===== src/rtl/rom_arb_pkg.sv =====
// Shared types for the ROM read-port arbiter: port ids, response entries and
// the single in-flight read record.
package rom_arb_pkg;

  typedef enum logic {
    PORT_IF = 1'b0,
    PORT_LD = 1'b1
  } port_e;

  typedef struct packed {
    logic [31:0] data;
    logic        err;
  } rsp_t;

  typedef struct packed {
    logic  valid;
    port_e port;
    logic  err;
    logic  discard;
  } inflight_t;

  function automatic logic is_misaligned(input logic [31:0] addr);
    return addr[1:0] != 2'b00;
  endfunction

endpackage


===== src/rtl/rsp_fifo.sv =====
// Per-port response FIFO. Flush empties it and beats a same-cycle push;
// a same-cycle pop is still a completed transfer from the consumer's view.
module rsp_fifo
  import rom_arb_pkg::*;
#(
  parameter int DEPTH = 2
) (
  input  logic                       clk_i,
  input  logic                       rst_n_i,
  input  logic                       push_i,
  input  rsp_t                       push_data_i,
  input  logic                       pop_i,
  input  logic                       flush_i,
  output rsp_t                       data_o,
  output logic [$clog2(DEPTH+1)-1:0] count_o,
  output logic                       full_o,
  output logic                       empty_o
);

  localparam int PW = (DEPTH > 1) ? $clog2(DEPTH) : 1;
  localparam int CW = $clog2(DEPTH + 1);

  rsp_t          mem_q [DEPTH];
  logic [PW-1:0] rd_q, rd_d;
  logic [PW-1:0] wr_q, wr_d;
  logic [CW-1:0] cnt_q, cnt_d;
  logic          do_push, do_pop;

  function automatic logic [PW-1:0] ptr_inc(input logic [PW-1:0] p);
    return (p == PW'(DEPTH - 1)) ? '0 : p + PW'(1);
  endfunction

  assign empty_o = (cnt_q == '0);
  assign full_o  = (cnt_q == CW'(DEPTH));
  assign count_o = cnt_q;
  assign data_o  = mem_q[rd_q];

  assign do_pop  = pop_i & ~empty_o;
  assign do_push = push_i & (~full_o | do_pop) & ~flush_i;

  always_comb begin
    rd_d  = rd_q;
    wr_d  = wr_q;
    cnt_d = cnt_q;
    if (flush_i) begin
      rd_d  = '0;
      wr_d  = '0;
      cnt_d = '0;
    end else begin
      if (do_pop)  rd_d = ptr_inc(rd_q);
      if (do_push) wr_d = ptr_inc(wr_q);
      if (do_push && !do_pop) cnt_d = cnt_q + CW'(1);
      else if (do_pop && !do_push) cnt_d = cnt_q - CW'(1);
    end
  end

  always_ff @(posedge clk_i or negedge rst_n_i) begin
    if (!rst_n_i) begin
      rd_q  <= '0;
      wr_q  <= '0;
      cnt_q <= '0;
    end else begin
      rd_q  <= rd_d;
      wr_q  <= wr_d;
      cnt_q <= cnt_d;
    end
  end

  // Storage needs no reset: nothing is visible until count says so.
  always_ff @(posedge clk_i) begin
    if (do_push) mem_q[wr_q] <= push_data_i;
  end

endmodule


===== src/rtl/rom_arbiter.sv =====
// Shares the registered-read instruction ROM between fetch (IF) and load (LD)
// with LD priority, an IF starvation guard and credit-based response buffering.
module rom_arbiter
  import rom_arb_pkg::*;
#(
  parameter int RSP_DEPTH     = 2,
  parameter int LD_MAX_CONSEC = 4
) (
  input  logic        clk_i,
  input  logic        rst_n_i,
  input  logic        if_req_valid_i,
  output logic        if_req_ready_o,
  input  logic [31:0] if_req_addr_i,
  input  logic        if_flush_i,
  output logic        if_rsp_valid_o,
  input  logic        if_rsp_ready_i,
  output logic [31:0] if_rsp_data_o,
  output logic        if_rsp_err_o,
  input  logic        ld_req_valid_i,
  output logic        ld_req_ready_o,
  input  logic [31:0] ld_req_addr_i,
  output logic        ld_rsp_valid_o,
  input  logic        ld_rsp_ready_i,
  output logic [31:0] ld_rsp_data_o,
  output logic        ld_rsp_err_o,
  output logic [31:0] rom_a_o,
  input  logic [31:0] rom_rd_i
);

  localparam int CW = $clog2(RSP_DEPTH + 1);
  localparam int FW = $clog2(LD_MAX_CONSEC + 1);

  inflight_t     inflight_q, inflight_d;
  logic [FW-1:0] fair_q, fair_d;
  logic [31:0]   hold_q;

  rsp_t          if_out, ld_out, rom_rsp;
  logic [CW-1:0] if_cnt, ld_cnt;
  logic          if_full, ld_full, if_empty, ld_empty;
  logic          if_pop, ld_pop, if_push, ld_push;
  logic          if_infl, ld_infl, elig_if, elig_ld;
  logic          grant_if, grant_ld;
  logic [CW:0]   if_occ, ld_occ;

  assign if_rsp_valid_o = ~if_empty;
  assign ld_rsp_valid_o = ~ld_empty;
  assign if_rsp_data_o  = if_out.data;
  assign if_rsp_err_o   = if_out.err;
  assign ld_rsp_data_o  = ld_out.data;
  assign ld_rsp_err_o   = ld_out.err;

  assign if_pop = if_rsp_valid_o & if_rsp_ready_i;
  assign ld_pop = ld_rsp_valid_o & ld_rsp_ready_i;

  // A discarded in-flight read will never land, so it holds no credit.
  assign if_infl = inflight_q.valid & ~inflight_q.discard & (inflight_q.port == PORT_IF);
  assign ld_infl = inflight_q.valid & ~inflight_q.discard & (inflight_q.port == PORT_LD);

  assign if_occ = {1'b0, if_cnt} + (CW+1)'(if_infl) - (CW+1)'(if_pop);
  assign ld_occ = {1'b0, ld_cnt} + (CW+1)'(ld_infl) - (CW+1)'(ld_pop);

  assign elig_if = rst_n_i & if_req_valid_i & (if_occ < (CW+1)'(RSP_DEPTH));
  assign elig_ld = rst_n_i & ld_req_valid_i & (ld_occ < (CW+1)'(RSP_DEPTH));

  always_comb begin
    grant_if = 1'b0;
    grant_ld = 1'b0;
    if (elig_if && elig_ld) begin
      if (fair_q == FW'(LD_MAX_CONSEC)) grant_if = 1'b1;
      else                              grant_ld = 1'b1;
    end else begin
      grant_if = elig_if;
      grant_ld = elig_ld;
    end
  end

  assign if_req_ready_o = grant_if;
  assign ld_req_ready_o = grant_ld;

  always_comb begin
    rom_a_o = hold_q;
    if (grant_if)      rom_a_o = if_req_addr_i;
    else if (grant_ld) rom_a_o = ld_req_addr_i;
  end

  always_comb begin
    inflight_d         = '0;
    inflight_d.valid   = grant_if | grant_ld;
    inflight_d.port    = grant_ld ? PORT_LD : PORT_IF;
    inflight_d.err     = is_misaligned(rom_a_o);
    inflight_d.discard = 1'b0;
  end

  always_comb begin
    fair_d = fair_q;
    if (!if_req_valid_i || grant_if) fair_d = '0;
    else if (grant_ld && elig_if)    fair_d = fair_q + FW'(1);
  end

  always_ff @(posedge clk_i or negedge rst_n_i) begin
    if (!rst_n_i) begin
      inflight_q <= '0;
      fair_q     <= '0;
      hold_q     <= '0;
    end else begin
      inflight_q <= inflight_d;
      fair_q     <= fair_d;
      hold_q     <= rom_a_o;
    end
  end

  // ROM data lands the cycle after the grant; an IF flush on that edge drops it.
  assign rom_rsp.data = rom_rd_i;
  assign rom_rsp.err  = inflight_q.err;
  assign if_push = inflight_q.valid & ~inflight_q.discard & (inflight_q.port == PORT_IF);
  assign ld_push = inflight_q.valid & ~inflight_q.discard & (inflight_q.port == PORT_LD);

  rsp_fifo #(.DEPTH(RSP_DEPTH)) u_if_fifo (
    .clk_i       (clk_i),
    .rst_n_i     (rst_n_i),
    .push_i      (if_push),
    .push_data_i (rom_rsp),
    .pop_i       (if_pop),
    .flush_i     (if_flush_i),
    .data_o      (if_out),
    .count_o     (if_cnt),
    .full_o      (if_full),
    .empty_o     (if_empty)
  );

  rsp_fifo #(.DEPTH(RSP_DEPTH)) u_ld_fifo (
    .clk_i       (clk_i),
    .rst_n_i     (rst_n_i),
    .push_i      (ld_push),
    .push_data_i (rom_rsp),
    .pop_i       (ld_pop),
    .flush_i     (1'b0),
    .data_o      (ld_out),
    .count_o     (ld_cnt),
    .full_o      (ld_full),
    .empty_o     (ld_empty)
  );

endmodule


===== config.mk =====
export PLATFORM = sky130hd
export DESIGN_NAME = rom_arbiter
export DESIGN_NICKNAME = d
export VERILOG_FILES = /design/src/rtl/rom_arb_pkg.sv /design/src/rtl/rsp_fifo.sv /design/src/rtl/rom_arbiter.sv
export SDC_FILE = /design/constraint.sdc
export NUM_CORES = 1
export LEC_CHECK = 0
export CAP_MARGIN = 20
export CORE_MARGIN = 1
export CORE_UTILIZATION = 50
export CTS_BUF_LIST = sky130_fd_sc_hd__clkbuf_2 sky130_fd_sc_hd__clkbuf_4 sky130_fd_sc_hd__clkbuf_8
export DETAILED_ROUTE_END_ITERATION = 16
export GPL_ROUTABILITY_DRIVEN = 0
export PLACE_DENSITY = 0.9
export SLEW_MARGIN = 15
export SYNTH_ARGS = -nofsm -noshare
export SYNTH_HDL_FRONTEND = slang
export SYNTH_SLANG_ARGS = --single-unit

===== constraint.sdc =====
create_clock -name clk_i -period 9.39 [get_ports clk_i]
set_clock_uncertainty 0.1 [all_clocks]
set_input_delay 1.878 -clock clk_i [delete_from_list [all_inputs] [get_ports clk_i]]
set_output_delay 1.878 -clock clk_i [all_outputs]
set_load 0.1 [all_outputs]

==> flow_summary_export.csv, run 1 <==
group,metric,value,unit
route,ant_nets,0,
sta,finalMaxSlewViolations,0,
die,ios,205,
clock_network,cts.path.max_buffers,2,
route,vias,4352,
yosys,ys_top_cells_by_area,"edfxtp_1 (57%), dfrtp_1 (17%), mux2_2 (11%)",
yosys,synth_nets,539,
clock_network,clk_root_buffer_cell,"clkbuf_8",
die,core_area,13400,sq um
sta,slew_headroom,27.47,%
route,drc,0,
sta,fmax,0.1199,GHz
clock_network,htreeDepth,4,
sta,setup_tns,0,ps
yosys,synth_cell_types,38,
yosys,yosys_warnings,0,
min_path,hold_path_depth,1,
placement,dpl_cell_area,9184,sq um
worst_setup_path,critPathMaxFanout,24,
placement,dp_slack,1061,ps
clock_network,clkSlewWorstSetupHoldPaths,80,ps
sta,finalSetupViolations,0,
die,start_util,51.97,%
clock_network,postCtsSetupBuffers,0,
clock_network,hold_buffers,0,
sta,finalCriticalPeriod,8341,ps
grt,grt_max_degree,35,
worst_setup_path,ff2ff_path_depth,10,
clock_network,clk_latency,440,ps
layout,nets,750,
layout,layout-drive-gt1-share,20.67,%
yosys,synth_area_per_cell,16.23,sq um
die,die_height,120.0,um
yosys,synth_area,6964,sq um
grt,grt_pass1_vias,4587,
clock_network,cts.sinks,178,
sta,hold_violations,0,
worst_setup_path,cp.arrival,6360,ps
yosys,syn_inst,429,
worst_setup_path,worstSetupEndpointType,"primary output",
grt,antenna_found_initial,0,
yosys,yosysSeqAreaShare,73.45,%
layout,antenna_cells,0,
job,max_cap_violations,0,
route,wirelength,15240,um
yosys,synth_top_cell_by_area,"edfxtp_1",
clock_network,cts-resized-gates,0,
sta,fin_crit_sh,88.83,%
layout,multi_input_area,1653,sq um
layout,mostFrequentLayoutCell,"clkdlybuf4s50_1",
die,die_w,120.0,um
layout,seq_area,5115,sq um
die,rows,42,
placement,portBuffers,204,
layout,nFillCells,857,
worst_setup_path,crit_type,"in2out",
clock_network,numCtsBuffers,17,
min_path,min_path_type,"reg2reg",
grt,grt_pass1_wl,23230,um
grt,overflow,0,
layout,layout_common_cells,"clkdlybuf4s50_1 (187), edfxtp_1 (132), mux2_2 (66)",
status,status,"finished clean",
sta,tightest_slew,1086,ps
route,drt-wirelength-per-cell,18.39,um
route,via_per_inst,5.250,
yosys,ys_seq_elements,178,
sta,rsz0062_at_grt,"no",
worst_setup_path,cp-start-kind,"input port",
placement,hpwlAfterDp,10180,um
die,fp.dieArea,14400,sq um
layout,stdcell_area,9567,sq um
sta,setup_ws,1049,ps
worst_setup_path,critPathRequiredTime,7410,ps
yosys,synth_top_area_share,56.92,%
clock_network,cts_tree,"done",
layout,area.growth.synth_to_final,37.37,%
grt,gr-usage-all-layers,21.86,%
route,drt_iter0_markers,265,
route,drtPass1Iterations,4,
[routing by layer]
| layer | GRT usage [%] | routed length (um) | vias up |
|---|---|---|---|
| met1 | 24.90 | 5923 | 2119 |
| met3 | 6.179 | 1157 | 31 |
| met5 | 0 | 0 | - |
| met2 | 37.75 | 7718 | 194 |
| li1 | - | - | 2008 |
| met4 | 10.47 | 444 | 0 |
[registers in the layout, summed over array words and instances, names as in the netlist]
signal,flops
u_ld_fifo.mem_q,66
u_ld_fifo.wr_q,1
u_ld_fifo.rd_q,1
u_ld_fifo.count_o,2
u_if_fifo.rd_q,1
u_if_fifo.wr_q,1
inflight_q,3
u_if_fifo.count_o,2
hold_q,32
u_if_fifo.mem_q,66
fair_q,3
[area by class of cell]
cell class,count,area share (%)
Clock buffer,21,2.890
Clock inverter,11,1.112
Inverter,37,1.452
Timing Repair Buffer,212,21.50
Multi-Input combinational cell,194,17.28
Sequential cell,178,53.47
Tap cell,176,2.302
[metrics by stage]
step	hold slack (ps)	cells	utilization (%)
4_1_cts	388.1	829	71.39
5_1_grt	423.6	829	71.39
6_report	379.2	829	71.39
3_5_place_dp	376.5	797	68.53
3_3_place_gp	370.3	797	68.53
2_1_floorplan	354.7	429	-
[Yosys cell counts (all sizes together)]
master	n
and2	3
nor2	8
a211oi	1
o311ai	1
nand2b	1
o22ai	33
xnor2	7
nor3b	1
nor3	4
a21o	1
inv	37
dfrtp	46
ha	5
edfxtp	132
and3	3
nand2	7
a21boi	2
nor2b	3
clkbuf	7
mux2	66
nand3	2
buf	13
o2bb2ai	1
a311oi	1
mux2i	1
nand3b	1
fa	2
or3	1
xor2	4
a21oi	31
or2	2
o311a	1
nand4	1
[path summary, 6_finish.rpt]
check / startpoint / end / slack, ps
min in group asynchronous: rst_n_i / inflight_q[2]$_DFF_PN0_ / 1330
max in group asynchronous: rst_n_i / inflight_q[3]$_DFF_PN0_ / 7140
hold reg to reg: u_ld_fifo.rd_q$_DFFE_PN0P_ / u_ld_fifo.rd_q$_DFFE_PN0P_ / 380
setup / recovery: if_rsp_ready_i / rom_a_o[26] / 1050
hold / removal: u_ld_fifo.rd_q$_DFFE_PN0P_ / u_ld_fifo.rd_q$_DFFE_PN0P_ / 380
setup reg to reg: u_if_fifo.count_o[1]$_DFFE_PN0P_ / hold_q[26]$_DFF_PN0_ / 5530
[cell families after synthesis]
family,count (synthesis),synth area share (%)
flip-flops,178,73.45
AO/OA/AOI/OAI,72,6.576
multiplexers,67,10.82
buffers and inverters,57,3.252
AND/OR/NAND/NOR,37,2.785
XOR/XNOR,11,1.653
adder cells (fa/ha/maj),7,1.473
[worst max-delay path: stages]
cell	delay [ps]
clkdlybuf4s50_1	580
and2_1	210
ha_1	230
or2_2	300
fa_1	490
and3_1	370
o2bb2ai_2	500
buf_4	320
o22ai_1	100
a21oi_1	190
clkdlybuf4s50_1	1180
Power of run 1 is left out: the tool's default activity adds up to more than one toggle a clock period on the data nets, which glitch-free logic cannot reach.
==> run 2: changes to the inputs <==
SKIP_CTS_REPAIR_TIMING = 1   (was not set)
==> results of run 2 <==
Same layout as run 1: the final DEF is identical, and so are final timing and power.
Power of run 2 is left out for the same reason.
==> run 3: changes to the inputs <==
CORE_MARGIN = not set   (was 1)
==> results of run 3 <==
Same layout as run 1: the final DEF is identical, and so are final timing and power.
Power of run 3 is left out for the same reason.
